==> src/rtl/fb_pkg.sv <==
// fb_pkg: shared constants, pixel/beat types and scan states for the frame-buffer scanout reader.
// Ports: none (package).
package fb_pkg;
  localparam int ADDRESS_WIDTH = 20;
  localparam int DATA_WIDTH = 15;
  localparam int H_RES = 640;
  localparam int V_RES = 480;
  localparam int FRAME_PIXELS = H_RES * V_RES;
  typedef logic [DATA_WIDTH-1:0] pixel_t;
  typedef struct packed {
    pixel_t data;
    logic sof;
    logic eol;
  } fb_beat_t;
  typedef enum logic [1:0] {IDLE, RUN, DRAIN} scan_state_t;
  // Counter width for a dimension, never narrower than one bit.
  function automatic int dim_bits(input int n);
    return n > 1 ? $clog2(n) : 1;
  endfunction
endpackage

==> src/rtl/fb_scanout_reader_fifo.sv <==
// fb_skid_fifo: 2-entry beat FIFO; entry 0 is always the head so the output is stable until popped.
// Ports: clk, rst (sync, active-high), push/din (write), pop (consume head), head (current entry), count (0..2).
module fb_skid_fifo #(
  parameter int W = 18
) (
  input  logic         clk,
  input  logic         rst,
  input  logic         push,
  input  logic         pop,
  input  logic [W-1:0] din,
  output logic [W-1:0] head,
  output logic [1:0]   count
);
  import fb_pkg::*;
  logic [W-1:0] m1;
  always_ff @(posedge clk) begin
    if (rst) begin
      head <= '0;
      m1 <= '0;
      count <= '0;
    end else begin
      count <= count + {1'b0, push} - {1'b0, pop};
      if (pop && count == 2'd2) head <= m1;
      else if (push && (count == 2'd0 || (pop && count == 2'd1))) head <= din;
      if (push && (count == 2'd2 ? pop : (count == 2'd1 && !pop))) m1 <= din;
    end
  end
  overflow_a: assert property (@(posedge clk) disable iff (rst) !(push && count == 2'd2 && !pop));
endmodule

==> src/rtl/fb_scanout_reader.sv <==
// fb_scanout_reader: walks the frame buffer row-major and streams pixels with sof/eol sideband.
// Ports: clk, rst (sync, active-high), start (pulse from IDLE), busy;
//        READ_EN/rd_addr/rd_data (RAM read port, data valid one cycle after READ_EN);
//        pix_data/pix_valid/pix_ready/pix_sof/pix_eol (output stream), frame_done (pulse after last handshake).
// Option: define FB_SCANOUT_CONTINUOUS_EN to scan frames back-to-back until rst.
module fb_scanout_reader #(
  parameter int ADDRESS_WIDTH = fb_pkg::ADDRESS_WIDTH,
  parameter int DATA_WIDTH = fb_pkg::DATA_WIDTH,
  parameter int H_RES = fb_pkg::H_RES,
  parameter int V_RES = fb_pkg::V_RES
) (
  input  logic                     clk,
  input  logic                     rst,
  input  logic                     start,
  output logic                     busy,
  output logic                     READ_EN,
  output logic [ADDRESS_WIDTH-1:0] rd_addr,
  input  logic [DATA_WIDTH-1:0]    rd_data,
  output logic [DATA_WIDTH-1:0]    pix_data,
  output logic                     pix_valid,
  input  logic                     pix_ready,
  output logic                     pix_sof,
  output logic                     pix_eol,
  output logic                     frame_done
);
  import fb_pkg::*;
  localparam int XW = dim_bits(H_RES);
  localparam int YW = dim_bits(V_RES);
  localparam int W = DATA_WIDTH + 3;
`ifdef FB_SCANOUT_CONTINUOUS_EN
  localparam bit CONTINUOUS = 1'b1;
`else
  localparam bit CONTINUOUS = 1'b0;
`endif
  scan_state_t state;
  logic [XW-1:0] x;
  logic [YW-1:0] y;
  logic inflight, tag_sof, tag_eol, tag_last, pop, is_eol, is_last, head_last;
  logic [1:0] cnt;
  logic [W-1:0] head;
  assign pix_valid = cnt != 2'd0;
  assign pop = pix_valid & pix_ready;
  assign is_eol = x == XW'(H_RES - 1);
  assign is_last = is_eol && y == YW'(V_RES - 1);
  // Issue only while the FIFO plus the read in flight, minus this cycle's pop, leaves a free slot.
  assign READ_EN = state == RUN && ({1'b0, cnt} + {2'b0, inflight}) < (3'd2 + {2'b0, pop});
  assign busy = state != IDLE;
  // The extra last-of-frame tag rides with each beat so frame_done needs no output-side counters.
  assign {pix_data, pix_sof, pix_eol, head_last} = head;
  always_ff @(posedge clk) begin
    if (rst) begin
      state <= IDLE;
      x <= '0;
      y <= '0;
      rd_addr <= '0;
      inflight <= 1'b0;
      tag_sof <= 1'b0;
      tag_eol <= 1'b0;
      tag_last <= 1'b0;
      frame_done <= 1'b0;
    end else begin
      inflight <= READ_EN;
      frame_done <= pop & head_last;
      if (READ_EN) begin
        tag_sof <= x == '0 && y == '0;
        tag_eol <= is_eol;
        tag_last <= is_last;
        x <= is_eol ? '0 : x + 1'b1;
        y <= is_last ? '0 : is_eol ? y + 1'b1 : y;
        rd_addr <= is_last ? '0 : rd_addr + 1'b1;
      end
      if (state == IDLE && start) state <= RUN;
      else if (state == RUN && READ_EN && is_last && !CONTINUOUS) state <= DRAIN;
      else if (state == DRAIN && cnt == 2'd0 && !inflight) state <= IDLE;
    end
  end
  fb_skid_fifo #(.W(W)) u_fifo (
    .clk(clk),
    .rst(rst),
    .push(inflight),
    .pop(pop),
    .din({rd_data, tag_sof, tag_eol, tag_last}),
    .head(head),
    .count(cnt)
  );
endmodule
==> config.mk <==
export PLATFORM = sky130hd
export DESIGN_NAME = fb_scanout_reader
export DESIGN_NICKNAME = d
export VERILOG_FILES = /design/src/rtl/fb_pkg.sv /design/src/rtl/fb_scanout_reader_fifo.sv /design/src/rtl/fb_scanout_reader.sv
export SDC_FILE = /design/constraint.sdc
export NUM_CORES = 1
export LEC_CHECK = 0
export ABC_CLOCK_PERIOD_IN_PS = 5900
export BUFFER_PORTS_ARGS = -buffer_cell sky130_fd_sc_hd__buf_2
export CORE_UTILIZATION = 59
export CTS_CLUSTER_SIZE = 28
export DETAILED_ROUTE_END_ITERATION = 8
export PLACE_DENSITY = 0.82
export SLEW_MARGIN = 20
export SYNTH_ARGS = -nofsm -noshare
export SYNTH_HDL_FRONTEND = slang
export SYNTH_HIERARCHICAL = 1
export SYNTH_SLANG_ARGS = --single-unit
export TNS_END_PERCENT = 100
==> constraint.sdc <==
create_clock -name clk -period 5.9 [get_ports clk]
set_input_delay 0 -clock clk [delete_from_list [all_inputs] [get_ports clk]]
set_output_delay 0 -clock clk [all_outputs]
set_load 0.01 [all_outputs]
==> results.tsv <==
stage	metric	value	unit
worst_hold_path	min_from	pix_ready	
setup_path	crit_slowest_cell	and2_1	
floorplanning	die_area	7390	sq um
timing	finalMaxSlewViolations	0	
yosys	syn_inst	438	
yosys	syn_avg_cell_area	9.50	sq um
timing	report.final.setup_viol	0	
route	wirelength	8.44	mm
yosys	synth_nets	466	
yosys	netlist_area	4160	sq um
route	dr.pass1.iters	4	
setup_path	timing.rr.end	rd_addr[5]	
route	drc	0	
placed_design	dpl_cell_area	4430	sq um
floorplanning	rows	30	
yosys	synthMuxAreaShare	9.17	%
setup_path	required	6100	ps
grt	grt_pass1_vias	3217	
timing	worst_pin_slew	971	ps
clock_tree	cts_buffers	9	
setup_path	ff2ff_setup_slack	2960	ps
clock_tree	clock-root-buffer	clkbuf_8	
timing	layout_min_cycle_time	2940	ps
yosys	synth_top_family_by_area	simple AND/OR/NAND/NOR gates	
setup_path	critPathKind	reg2reg	
layout	finalNetCount	528	
placed_design	gp_congestion	0.774	
layout	final_util	69.9	%
timing	post-route-period-util	49.8	%
yosys	synth_edf_count	0	
grt	grt_max_degree	84	
power_and_ir_drop	powerDensity	266	nW/um^2
setup_path	r2r_start	inflight	
grt	antenna_found_initial	0	
layout	drive_gt1_share	19.1	%
floorplanning	die_x	86.0	um
yosys	ys_top_cells_by_area	dfxtp_1 (40%), mux2i_1 (8.9%), nand2b_1 (5.6%), nor2_1 (3.8%), xor2_1 (3.8%)	
clock_tree	cts_max_level	3	
setup_path	worstSetupStartpointType	flip-flop	
yosys	synth.distinct_cells	50	
route	via_per_inst	5.65	
floorplanning	die_h	86.0	um
floorplanning	initial_core_util	61.2	%
power_and_ir_drop	power	1.26	mW
placed_design	io_buffers	59	
yosys	yosys_warnings	6	
clock_tree	clkLatencyLatePin	340	ps
yosys	synth.most_common_cell	dfxtp_1	
power_and_ir_drop	irDropWorstVdd	150	uV
setup_path	reg2regPathDepth	7	
clock_tree	cts_tree	done	
worst_hold_path	whs_endpoint	frame_done	
placed_design	dpl.cell_count	569	
timing	hold_viol_final	0	
status	status	completed	
worst_hold_path	whs_path_depth	3	
yosys	synth_top_cell_by_area	dfxtp_1	
yosys	synth_adder_area_share	2.71	%
yosys	synthTopCellsByCount	dfxtp_1 (84), nor2_1 (42), mux2i_1 (37), nand2b_1 (37), a21oi_1 (21)	
yosys	async_reset_ff_share	0	%
yosys	synth-xor-area-share	5.05	%
floorplanning	coreArea	6790	sq um
placed_design	dp_hpwl	5.45	mm
route	wire_per_inst	14.1	um
job	maxCapViolCount	0	
yosys	ys_ff_latch	84	
grt	grt_pass1_wl	14.3	mm
clock_tree	post_cts_resized	0	
layout	diodes	0	
timing	clock.fmax	0.340	GHz
setup_path	path_buf_inv	0	
yosys	ys_seq_area_share	40.4	%
layout	layout.cells.non_filler	599	
setup_path	path_cells	ha_1 > ha_1 > nor2_1 > and2_1 > nand4_1 > nand2b_1 > nor2_1	
setup_path	cp_slowest_stage_delay	790	ps
clock_tree	clkTransAtPathRegs	80	ps
yosys	synth_flop_cell	dfxtp_1	
grt	grt_usage	23.7	%
route	drt_iter0_drc	158	
grt	grt_overflow	0	
yosys	synthSimpleGateAreaFrac	26.6	%
timing	max-slew-margin-rel	35.3	%
route	via_count	3386	
timing	fin_skew	10.9	ps
route	ant_nets	0	
setup_path	end_kind	flip-flop	
worst_hold_path	hold_path_class	in2reg	
clock_tree	cts.path.max_buffers	2	
yosys	synth_top_area_share	40.4	%
setup_path	path_max_fanout	24	
timing	rsz0062_at_grt	no	
setup_path	arrival	3140	ps
clock_tree	clock_sinks	84	
yosys	synth_compound_area_share	11.0	%
floorplanning	num_io_pins	60	
setup_path	critPathTopFamily	simple AND/OR/NAND/NOR gates	
timing	fin_tns_setup	0	ps
power_and_ir_drop	total_leakage_power	1.95	nW
layout	stdcell_area	4750	sq um
layout	area_growth	14.1	%
## through the flow
step / setup WS [ps] / hold WS [ps]
CTS: 2960 / 84.8
global route: 2730 / 80.8
global placement: 3140 / 214
floorplan: 4000 / 111
detailed placement: 2990 / 222
finish: 2960 / 91.2
## power breakdown
group | total [mW] | internal, mW | leakage (nW) | switching, mW
sequential | 0.653 | 0.618 | 0.680 | 0.0346
clock | 0.345 | 0.160 | 0.0783 | 0.186
combinational | 0.267 | 0.115 | 1.20 | 0.151
total | 1.26 | 0.893 | 1.95 | 0.371
## logic make-up after synthesis
group / after synthesis
simple gates: 186
compound gates: 60
flops: 84
buf+inv: 37
fa+ha+maj: 9
mux: 38
xor+xnor: 24
## routing by layer
metal | GRT usage [%] | share of wire [%] | routed length [um] | up-vias
li1 | - | - | - | 1691
met1 | 29.8 | 46 | 3840 | 1608
met2 | 41.1 | 50 | 4210 | 82
met3 | 4.62 | 3.9 | 326 | 5
met4 | 7.27 | 0.75 | 63 | 0
met5 | 0 | 0 | 0 | -
## tightest hold or removal path, delay by kind of cell
| family | cells | cell delay, ps |
|---|---|---|
| AOI/OAI and AO/OA | 1 | 200 |
| buffers and inverters | 1 | 100 |
| and+or+nand+nor | 1 | 90 |
## cell usage in the layout, fill, tap and decap left out, types with 11 or more instances in the layout
cell / netlist / final
xor2_1: 18 / 18
nand2_1: 11 / 11
o21ai_0: 12 / 12
dlygate4sd3_1: 0 / 16
mux2i_1: 37 / 37
buf_2: 7 / 59
nand4_1: 18 / 18
or3_1: 12 / 12
and3_1: 13 / 13
a21oi_1: 21 / 21
nand2b_1: 37 / 37
nand3_1: 15 / 15
dfxtp_1: 84 / 84
nor2_1: 42 / 42
## how the worst max path moves through the flow
stage,slack (ps),cells after the start,end,from
5_1_grt,2730,7,rd_addr[5],inflight
3_5_place_dp,2990,7,rd_addr[10],inflight
3_3_place_gp,3140,7,rd_addr[10],inflight
6_report,2960,7,rd_addr[5],inflight
2_1_floorplan,4000,9,rd_addr[13],inflight
4_1_cts,2960,7,rd_addr[5],inflight
## area by class of cell
| type | count | area [sq um] |
|---|---|---|
| Fill cell | 535 | 2050 |
| Tap cell | 96 | 120 |
| Clock buffer | 12 | 145 |
| Multi-Input combinational cell | 317 | 2270 |
| Sequential cell | 84 | 1680 |
| Clock inverter | 2 | 12.5 |
| Inverter | 10 | 37.5 |
| Timing Repair Buffer | 78 | 478 |
## repair_timing
action / in CTS / in global routing
hold buffers: 16 / 0
buffers inserted: 0 / 0
endpoints found under the setup margin: 0 / 0
hold endpoints to repair: 17 / 0
## flip-flops by register name (all words and copies together), names as in the netlist, 2 cells and up
signal,flops
rd_addr,20
u_fifo/head,18
u_fifo/m1,18
x,10
y,9
state,2
u_fifo/count,2
Note: power is estimated with default switching activity, not from simulation.
